**src/rtl/fetch_queue.sv**
```systemverilog
`default_nettype none
// ============================================================================
// Module      : fetch_queue
// Description : Front-end producer for the decode stage. It generates
//               sequential fetch PCs and issues instruction-memory reads, with
//               at most one read outstanding at a time. Returned words are
//               buffered in a circular FIFO. The FIFO head is presented to
//               decode as an if_id_stage_reg_t. A redirect flushes the front
//               end and restarts fetch at a new PC. This includes a redirect
//               that arrives while a read is still in flight; the reply to
//               that read is drained and then dropped.
// Revision    : 1.0 - initial release
// ----------------------------------------------------------------------------
// Ports
//   clk               in   1    clock, rising edge
//   rst_n             in   1    asynchronous active-low reset
//   stall             in   1    decode cannot accept; no pop this cycle
//   redirect_valid    in   1    flush and restart fetch at redirect_pc
//   redirect_pc       in   32   new fetch PC (bits [1:0] forced to zero)
//   redirect_order    in   64   order of the first instruction after redirect
//   imem_addr         out  32   word-aligned read address
//   imem_rmask        out  4    4'hF while a read is requested, else 4'h0
//   imem_rdata        in   32   instruction word, valid with imem_resp
//   imem_resp         in   1    read complete
//   decode_struct_out out  129  FIFO head: {inst, pc, order, valid}
// ============================================================================

typedef struct packed {
    logic [31:0] inst;
    logic [31:0] pc;
    logic [63:0] order;
    logic        valid;
} if_id_stage_reg_t;

module fetch_queue #(
    parameter int          DEPTH    = 8,
    parameter logic [31:0] RESET_PC = 32'h1eceb000
) (
    input  logic             clk,
    input  logic             rst_n,
    input  logic             stall,
    input  logic             redirect_valid,
    input  logic [31:0]      redirect_pc,
    input  logic [63:0]      redirect_order,
    output logic [31:0]      imem_addr,
    output logic [3:0]       imem_rmask,
    input  logic [31:0]      imem_rdata,
    input  logic             imem_resp,
    output if_id_stage_reg_t decode_struct_out
);

    localparam int                  c_PTR_W  = $clog2(DEPTH);
    localparam int                  c_CNT_W  = c_PTR_W + 1;
    localparam logic [c_CNT_W-1:0]  c_DEPTH  = c_CNT_W'(DEPTH);
    localparam logic [c_PTR_W-1:0]  c_PTR_1  = c_PTR_W'(1);
    localparam logic [31:0]         c_WORD   = 32'd4;
    localparam logic [31:0]         c_ALIGN  = 32'hFFFF_FFFC;

    typedef enum logic [1:0] {
        S_IDLE    = 2'd0,
        S_WAIT    = 2'd1,
        S_DISCARD = 2'd2
    } state_t;

    // ------------------------------------------------------------------------
    // State
    // ------------------------------------------------------------------------
    state_t               state_q,    state_d;
    logic [31:0]          pc_q,       pc_d;
    logic [31:0]          req_addr_q, req_addr_d;
    logic [63:0]          order_q,    order_d;
    logic [c_PTR_W-1:0]   head_q,     head_d;
    logic [c_PTR_W-1:0]   tail_q,     tail_d;
    logic [c_CNT_W-1:0]   count_q,    count_d;
    logic [3:0]           rmask_q,    rmask_d;

    // FIFO payload storage; occupancy is tracked by head/tail/count, so the
    // storage itself needs no reset.
    logic [31:0]          inst_mem_q [DEPTH];
    logic [31:0]          pc_mem_q   [DEPTH];

    // ------------------------------------------------------------------------
    // Handshake decode
    // ------------------------------------------------------------------------
    logic w_empty;
    logic w_valid;
    logic w_pop;
    logic w_push;

    assign w_empty = (count_q == '0);
    // A redirect hides the head in the same cycle, so decode never consumes
    // an instruction from the path being flushed.
    assign w_valid = !w_empty && !redirect_valid;
    assign w_pop   = w_valid && !stall;
    // Only a reply to a live request is kept; replies in DISCARD are stale.
    assign w_push  = (state_q == S_WAIT) && imem_resp && !redirect_valid;

    // ------------------------------------------------------------------------
    // Next-state logic
    // ------------------------------------------------------------------------
    always_comb begin
        state_d    = state_q;
        pc_d       = pc_q;
        req_addr_d = req_addr_q;
        order_d    = order_q;
        head_d     = head_q;
        tail_d     = tail_q;
        count_d    = count_q;

        if (redirect_valid) begin
            head_d  = '0;
            tail_d  = '0;
            count_d = '0;
            pc_d    = redirect_pc & c_ALIGN;
            order_d = redirect_order;
            unique case (state_q)
                // A read still in flight must be drained before a new one
                // can be issued, because the memory answers in order.
                S_WAIT:    state_d = imem_resp ? S_IDLE : S_DISCARD;
                // A stale reply landing with a second redirect still ends the
                // drain; waiting for another reply here would never finish.
                S_DISCARD: state_d = imem_resp ? S_IDLE : S_DISCARD;
                default:   state_d = S_IDLE;
            endcase
        end else begin
            if (w_pop) begin
                head_d  = head_q + c_PTR_1;
                order_d = order_q + 64'd1;
            end
            if (w_push) begin
                tail_d = tail_q + c_PTR_1;
            end
            count_d = count_q + c_CNT_W'(w_push) - c_CNT_W'(w_pop);

            unique case (state_q)
                S_IDLE: begin
                    if (count_d < c_DEPTH) begin
                        state_d    = S_WAIT;
                        req_addr_d = pc_q;
                    end
                end
                S_WAIT: begin
                    if (imem_resp) begin
                        pc_d = req_addr_q + c_WORD;
                        // Issuing the next request only while a slot is free
                        // guarantees that a push can never overflow the FIFO.
                        if (count_d < c_DEPTH) begin
                            req_addr_d = req_addr_q + c_WORD;
                        end else begin
                            state_d = S_IDLE;
                        end
                    end
                end
                S_DISCARD: begin
                    if (imem_resp) begin
                        state_d = S_IDLE;
                    end
                end
                default: state_d = S_IDLE;
            endcase
        end

        rmask_d = (state_d != S_IDLE) ? 4'hF : 4'h0;
    end

    // ------------------------------------------------------------------------
    // Control registers
    // ------------------------------------------------------------------------
    always_ff @(posedge clk or negedge rst_n) begin
        if (!rst_n) begin
            state_q    <= S_IDLE;
            pc_q       <= RESET_PC;
            req_addr_q <= RESET_PC;
            order_q    <= '0;
            head_q     <= '0;
            tail_q     <= '0;
            count_q    <= '0;
            rmask_q    <= 4'h0;
        end else begin
            state_q    <= state_d;
            pc_q       <= pc_d;
            req_addr_q <= req_addr_d;
            order_q    <= order_d;
            head_q     <= head_d;
            tail_q     <= tail_d;
            count_q    <= count_d;
            rmask_q    <= rmask_d;
        end
    end

    // ------------------------------------------------------------------------
    // FIFO storage
    // ------------------------------------------------------------------------
    always_ff @(posedge clk) begin
        if (w_push) begin
            inst_mem_q[tail_q] <= imem_rdata;
            pc_mem_q[tail_q]   <= req_addr_q;
        end
    end

    // ------------------------------------------------------------------------
    // Outputs
    // ------------------------------------------------------------------------
    assign imem_addr  = req_addr_q;
    assign imem_rmask = rmask_q;

    always_comb begin
        decode_struct_out       = '0;
        decode_struct_out.valid = w_valid;
        decode_struct_out.order = order_q;
        // The head fields read as zero when empty, so stale payload is never
        // visible on the decode interface.
        if (!w_empty) begin
            decode_struct_out.inst = inst_mem_q[head_q];
            decode_struct_out.pc   = pc_mem_q[head_q];
        end
    end

endmodule

`default_nettype wire

```
**config.mk**
```make
export PLATFORM = sky130hd
export DESIGN_NAME = fetch_queue
export DESIGN_NICKNAME = d
export VERILOG_FILES = /design/src/rtl/fetch_queue.sv
export SDC_FILE = /design/constraint.sdc
export NUM_CORES = 1
export LEC_CHECK = 0
export CORE_MARGIN = 5
export CORE_UTILIZATION = 42
export CTS_CLUSTER_DIAMETER = 40
export DETAILED_ROUTE_END_ITERATION = 10
export PLACE_DENSITY = 0.64
export SKIP_LAST_GASP = 1
export SYNTH_ARGS = -nofsm -noshare
export SYNTH_HDL_FRONTEND = slang
export SYNTH_SLANG_ARGS = --single-unit
```
**constraint.sdc**
```tcl
create_clock -name clk -period 24.7 [get_ports clk]
set_input_delay 2.47 -clock clk [delete_from_list [all_inputs] [get_ports clk]]
set_output_delay 2.47 -clock clk [all_outputs]
set_load 0.02 [all_outputs]
```
==> Word-level counts from Yosys, hierarchy flattened <==
Memories as Yosys holds them, arrays and structs flattened.
Index checks and enable logic that the tools add are counted.
{ "classes": {"addsub": 6, "magnitude_cmp": 1, "n_eq_ne": 5, "muxes": 26, "bitwise": 1, "n_reduce_logical": 18} }
{ "ops": {"columns": ["op", "count"], "rows": [
  ["two-way mux 32 bit", 6],
  ["two-way mux 64 bit", 3],
  ["adder 64 x 1 -> 64 bit, second input constant", 1],
  ["one-hot mux 32 bit (2 select lines)", 1],
  ["adder 32 x 3 -> 32 bit, second input constant", 1],
  ["two-way mux 2 bit", 7],
  ["two-way mux 3 bit", 4],
  ["nonzero test 2 bit", 6],
  ["two-way mux 4 bit", 2],
  ["adder 3 x 1 -> 3 bit, second input constant", 2],
  ["one-hot mux 2 bit (3 select lines)", 1],
  ["AND reduction 5 bit", 1],
  ["adder 4 x 1 -> 4 bit", 1],
  ["logical AND 1 bit", 4],
  ["zero test 4 bit", 1],
  ["< comparator 4 bit, second input constant", 1],
  ["inequality test 2 bit, second input constant", 2],
  ["subtractor 4 x 1 -> 4 bit", 1],
  ["zero test 1 bit", 3],
  ["== test 2 x 1 -> 1 bit, second input constant", 1],
  ["== test 2 bit, second input constant", 1],
  ["zero test 2 bit", 1],
  ["two-way mux 1 bit", 2],
  ["inequality test 2 x 1 -> 1 bit, second input constant", 1],
  ["other kinds (3)", 3]
]} }
{ "totals": {"regBits": 144, "mem_bits_rw": 512, "output_inout_bits": 165, "word_cells": 67, "n_memories": 2} }
{ "mem_list": {"columns": ["memory", "words", "width", "rd", "rd_ports_with_merged_regs", "wr", "line_no", "rtl"], "rows": [
  ["inst_mem_q", 8, 32, 1, 0, 1, "79", "logic [31:0] inst_mem_q [DEPTH];"],
  ["pc_mem_q", 8, 32, 1, 0, 1, "80", "logic [31:0] pc_mem_q [DEPTH];"]
]} }

==> Longest topological paths before layout <==
Gate-level depths: netlist of run 1.
{ "logic_depth": {"depth_word": 12, "depth_mapped": 15, "depth_no_buf": 13} }

==> Least setup slack after synthesis of run 1 <==
No wires, ideal clock.
{ "synth_timing": {"path_type": "input -> register", "startpoint": "input redirect_valid", "endpoint": "memory inst_mem_q[2][0] (enable)", "arrival_time_ns": 9.502, "required_ns": 24.034, "slack_ns": 14.531, "stages": 4, "n_path_buf": 1, "path_cell_list": "clkbuf_1 inv_1 nand2_1 nor4b_1"} }
{ "synth_between": {"elab_chain_cells": 4} }
{ "synth_lines": {"columns": ["element", "line_no", "rtl"], "rows": [
  ["start, declared", "42", "input logic redirect_valid,"],
  ["zero test 1 bit", "96", "assign w_push = (state_q == S_WAIT) && imem_resp && !redirect_valid;"],
  ["logical AND 1 bit", "96", null],
  ["two-way mux 1 bit", "195", "if (w_push) begin"],
  ["two-way mux 1 bit (not written as such)", "196", "inst_mem_q[tail_q] <= imem_rdata;"],
  ["end, declared", "79", null]
]} }
No other way between the ends.

==> results of run 1 <==
==> worst max-delay path, stage by stage (launching register included) <==
cell and delay (ns):
dfrtp_4 1.04, buf_4 0.86, buf_4 0.77, mux4_2 0.59, mux2i_1 0.21, nor2_1 0.07, clkdlybuf4s50_1 0.58
==> final timing paths <==
check                                            from  depth (start not counted)  slack [ns]                        end
max in group asynchronous                       rst_n                          2       21.24      head_q[0]$_DFFE_PN0P_
worst min-delay path              pc_q[0]$_DFFE_PN0P_                          1        0.52   imem_addr[0]$_DFFE_PN0P_
worst max register to register   state_q[1]$_DFF_PN0_                         12       20.19  imem_addr[30]$_DFFE_PN0P_
worst min register to register    pc_q[0]$_DFFE_PN0P_                          1        0.52   imem_addr[0]$_DFFE_PN0P_
worst max-delay path            head_q[0]$_DFFE_PN0P_                          6       17.32      decode_struct_out[94]
min in group asynchronous                       rst_n                          1        1.85     order_q[8]$_DFFE_PN0P_
==> layer usage <==
metal  global-route usage, %  part of all wire (%)
met5                       0                  0.23
met1                    25.8                    41
met4                    5.68                   2.3
met2                    31.6                    48
met3                    6.24                   8.4
==> power breakdown <==
part	leakage, nW	total [mW]	internal (mW)	switching, mW
combinational	3.77	0.972	0.454	0.518
clock	1.67	1.43	0.900	0.530
sequential	6.26	1.46	1.32	0.146
total	11.7	3.86	2.67	1.19
==> state kept, by name, summed over array words and instances, names as in the netlist <==
signal	flops
tail_q	3
pc_mem_q	256
imem_addr	32
head_q	3
imem_rmask	1
order_q	64
state_q	2
count_q	4
inst_mem_q	256
pc_q	32
==> layout by cell type, fill, tap and decap left out, types with 35 or more instances in the layout <==
| master | netlist | layout |
|---|---|---|
| edfxtp_1 | 512 | 512 |
| clkdlybuf4s50_1 | 0 | 293 |
| dfrtp_1 | 117 | 114 |
| mux4_2 | 128 | 128 |
| mux2i_1 | 78 | 77 |
| o21ai_0 | 48 | 48 |
| nand3_1 | 49 | 49 |
| nor2_1 | 129 | 127 |
| clkbuf_16 | 0 | 97 |
| o21ai_1 | 35 | 35 |
| a21oi_1 | 45 | 45 |
| nand2_1 | 116 | 116 |
==> layout make-up <==
type | count | share of cell area [%]
multi-input cells | 986 | 23.7
clock inverters | 71 | 2.73
repair buffers | 325 | 9.05
inverters | 22 | 0.235
flip-flops and latches | 653 | 53.9
diodes | 6 | 0.0428
well taps | 864 | 3.08
clock buffers | 107 | 7.19
==> kinds of logic (layout without fill, tap and decap cells) <==
logic type | count (synthesis) | after routing | share of synthesized area [%]
adder cells (fa/ha/maj) | 14 | 14 | 0.658
multiplexers | 212 | 212 | 13.4
buffers and inverters | 133 | 525 | 2.06
AO/OA/AOI/OAI | 226 | 226 | 4.92
AND/OR/NAND/NOR | 474 | 474 | 8.89
other | 0 | 6 | 0
XOR/XNOR | 60 | 60 | 1.89
flip-flops | 653 | 653 | 68.2
==> impl_metrics.csv, run 1 <==
group,metric,value,unit
place,dp_hpwl,42300,microns
worst_setup_path,worst_setup_path_end_kind,"output pin",
layout,fin_area,35100,sq um
yosys,synth_area_per_cell,15.7,sq um
global_routing,grt_overflow,0,
worst_setup_path,path_max_fanout,47,
yosys,syn_inst,1772,
clock_network,post-cts-setup-buffers,0,
global_routing,grt_max_degree,84,
clock_network,cts_root_buf,"clkbuf_16",
drt,drtIter0Drc,1303,
place,placed_cells,2850,
layout,nets,2230,
yosys,synth-edff-count,512,
timing,fin_ws,17.32,ns
drt,drt_wl_total,70100,microns
drt,drc,0,
timing,final.setup.tns,0,ns
global_routing,antenna_found_initial,16,
pwr,power.total,3.86,mW
pwr,ir_drop,0.0000625,V
timing,hold_slack,0.515,ns
clock_network,cts.sinks,653,
yosys,synth_seq_cells,653,
layout,final_cells,3034,
drt,viasPerCell,5.56,
floorplan,die_w,267,microns
drt,drtAntennaViolNets,0,
global_routing,grt_pass1_wl,108000,microns
timing,relSlewSlack,30.7,%
yosys,yosysTopAreaCellShare,55.3,%
yosys,synth.area.top_cells,"edfxtp_1 (55%), dfrtp_1 (11%), mux4_2 (10%)",
layout,syn_to_final_growth,26.4,%
floorplan,start_util,42.3,%
layout,drive_gt1_share,18.2,%
timing,rsz0062_at_grt,"no",
yosys,synth_area,27800,sq um
worst_setup_path,required,22.23,ns
yosys,synth_warnings,0,
yosys,synth_flop_cell,"edfxtp_1",
global_routing,grt_util_all_layers,19.6,%
timing,setup_viol,0,
timing,max_freq,0.135,GHz
drt,routedWlPerCell,23.1,microns
global_routing,grt_pass1_vias,17662,
yosys,ys_seq_area_share,68.2,%
floorplan,core.rowCount,94,
drt,routed-via-count,16862,
floorplan,io_pins,298,
worst_setup_path,arrival,4.91,ns
clock_network,cts.htree.levels,3,
yosys,yosysMostFrequentCell,"edfxtp_1",
yosys,synth_fp_nets,1919,
yosys,synthDistinctLibCells,76,
timing,fin_crit_sh,29.9,%
worst_setup_path,cp-start-kind,"flop",
run_status,status,"completed",
layout,regArea,18900,sq um
place,gp_congestion,0.883,
timing,finalClockSkew,0.0196,ns
floorplan,die_h,267,microns
clock_network,cts_resized,0,
clock_network,path_clk_slew,0.06,ns
place,io_buffers,295,
clock_network,insertion_delay,0.64,ns
pwr,power.leakage,11.7,nW
clock_network,hold_buffers,0,
timing,hold_violations,0,
floorplan,die_area,71400,sq um
place,place_ws,17.53,ns
timing,worst_pin_slew,1.03,ns
layout,utilization,53.5,%
job,maxCapViolations,0,
worst_setup_path,crit_type,"reg -> out",
yosys,post-synth-top-area-cell,"edfxtp_1",
layout,multi_input_area,8330,sq um
floorplan,coreArea,65600,sq um
clock_network,cts_tree,"yes",
worst_hold_path,hold_path.class,"reg -> reg",
pwr,p_per_area,110,nW/um^2
yosys,async_flop_share,21.6,%
drt,first_pass_iters,8,
timing,final-max-slew-violation-count,0,
yosys,netlist_top_cells_count,"edfxtp_1 (512), nor2_1 (129), mux4_2 (128)",
timing,fin_crit,7.38,ns
clock_network,cts_buffers,95,
layout,fillers,5312,
place,placed_area,31600,sq um
clock_network,clockBufferDepth,3,
No activity file was read; power rests on OpenSTA's default activity.
==> run 2: changes to the inputs <==
==> constraint.sdc (replaced) <==
create_clock -name clk -period 6.9 [get_ports clk]
set_input_delay 0.69 -clock clk [delete_from_list [all_inputs] [get_ports clk]]
set_output_delay 0.69 -clock clk [all_outputs]
set_load 0.02 [all_outputs]
==> impl_metrics.csv, run 2 (same netlist as run 1, synthesis figures left out) <==
group,metric,value,unit
run_status,status,"completed",
drt,routed-via-count,17091,
layout,utilization,53.4,%
clock_network,insertion_delay,0.64,ns
worst_setup_path,worst_setup_path_end_kind,"flop",
worst_setup_path,cp_slowest_cell,"mux2_2",
floorplan,die_w,267,microns
global_routing,grt_util_all_layers,19.7,%
clock_network,path_clk_slew,0.05,ns
worst_setup_path,slowest_delay,0.69,ns
clock_network,clockBufferDepth,3,
timing,finalClockSkew,0.0296,ns
place,gp_congestion,0.869,
place,placed_area,31700,sq um
global_routing,antenna_found_initial,12,
drt,first_pass_iters,5,
layout,drive_gt1_share,18.1,%
drt,routedWlPerCell,23.5,microns
global_routing,grt_pass1_vias,17809,
floorplan,die_area,71400,sq um
drt,drt_wl_total,71300,microns
layout,final_cell_mix,"edfxtp_1 (512), clkdlybuf4s50_1 (293), mux4_2 (128), nor2_1 (127), nand2_1 (116)",
clock_network,cts.sinks,653,
worst_setup_path,path_max_fanout,69,
drt,drtIter0Drc,1350,
timing,relSlewSlack,25.0,%
timing,fin_ws,2.28,ns
timing,setup_viol,0,
job,maxCapViolations,0,
floorplan,core.rowCount,94,
clock_network,post-cts-setup-buffers,0,
layout,final_common_cell,"edfxtp_1",
worst_hold_path,hold_path.class,"in -> async",
timing,fin_crit,4.62,ns
global_routing,grt_max_degree,95,
clock_network,cts_buffers,96,
worst_setup_path,cpLargestDelayFamily,"simple AND/OR/NAND/NOR gates",
pwr,ir_drop,0.000242,V
timing,final-max-slew-violation-count,0,
layout,fin_area,35000,sq um
drt,drc,0,
clock_network,cts.htree.levels,3,
timing,hold_violations,0,
pwr,power.leakage,11.6,nW
timing,worst_pin_slew,1.12,ns
place,dp_hpwl,43000,microns
floorplan,die_h,267,microns
drt,drtAntennaViolNets,0,
drt,viasPerCell,5.63,
clock_network,cts_root_buf,"clkbuf_16",
timing,fin_crit_sh,67.0,%
layout,syn_to_final_growth,26.1,%
place,place_ws,2.10,ns
layout,largestRegisters,"inst_mem_q: 256 flops, pc_mem_q: 256 flops, order_q: 64 flops",
clock_network,hold_buffers,0,
worst_setup_path,arrival,5.10,ns
timing,rsz0062_at_grt,"no",
floorplan,start_util,42.3,%
layout,nets,2233,
timing,final.setup.tns,0,ns
pwr,power.total,13.7,mW
clock_network,cts_resized,0,
global_routing,grt_overflow,0,
timing,max_freq,0.216,GHz
worst_setup_path,crit_buf_inv,4,
worst_setup_path,crit_type,"reg -> reg",
pwr,p_per_area,392,nW/um^2
floorplan,io_pins,298,
worst_setup_path,cp-start-kind,"flop",
worst_setup_path,path_cells,"inv_1, ha_2, buf_4, and2_0, nand2_1, buf_4, ha_1, inv_1, ha_1, a21o_1, a21oi_1, mux2_2, and3_1, or4_1",
place,io_buffers,295,
global_routing,grt_pass1_wl,109000,microns
floorplan,coreArea,65600,sq um
clock_network,cts_tree,"yes",
worst_setup_path,required,7.38,ns
## run 2: per-layer routing
layer  wire (microns)  GRT usage (%)  part of all wire (%)  up-vias
li1                 -              -                     -     7602
met2            34200           31.8                    48      640
met1            29600           26.3                    42     8701
met5               83              0                  0.12        -
met3             5330           5.37                   7.5      136
met4             2090           6.51                   2.9       12
## run 2: final cells by class
cell class / count / area, sq um
Clock buffer: 112 / 2490
Tap cell: 864 / 1080
Inverter: 22 / 82.6
Timing Repair Buffer: 327 / 3220
Fill cell: 5256 / 30600
Multi-Input combinational cell: 986 / 8360
Clock inverter: 69 / 847
Antenna cell: 5 / 12.5
Sequential cell: 653 / 18900
## run 2: worst paths after layout
kind,end,from,slack [ns],cells past startpoint
min in group clk,imem_addr[0]$_DFFE_PN0P_,pc_q[0]$_DFFE_PN0P_,0.52,1
max in group asynchronous,head_q[2]$_DFFE_PN0P_,rst_n,5.25,2
worst min-delay path,order_q[14]$_DFFE_PN0P_,rst_n,0.08,1
worst max register to register,imem_addr[30]$_DFFE_PN0P_,state_q[1]$_DFF_PN0_,2.28,14
worst max-delay path,imem_addr[30]$_DFFE_PN0P_,state_q[1]$_DFF_PN0_,2.28,14
worst min register to register,imem_addr[0]$_DFFE_PN0P_,pc_q[0]$_DFFE_PN0P_,0.52,1
## run 2: power by group
part	internal [mW]	switching, mW
registers	4.71	0.550
clock network	3.10	1.87
logic	1.63	1.87
total	9.44	4.29
## run 2: worst register-to-register path: stages (launching register included)
cell and delay (ns):
dfrtp_1 0.41, inv_1 0.09, ha_2 0.16, buf_4 0.55, and2_0 0.25, nand2_1 0.06
buf_4 0.22, ha_1 0.26, inv_1 0.08, ha_1 0.24, a21o_1 0.20, a21oi_1 0.51
mux2_2 0.69, and3_1 0.30, or4_1 0.46
## run 2: per-stage QoR
stage	cells	hold slack, ns
2_1_floorplan	1772	0.394
3_3_place_gp	2852	0.486
3_5_place_dp	2852	0.507
4_1_cts	3033	0.0570
5_1_grt	3033	0.0998
6_report	3038	0.0753
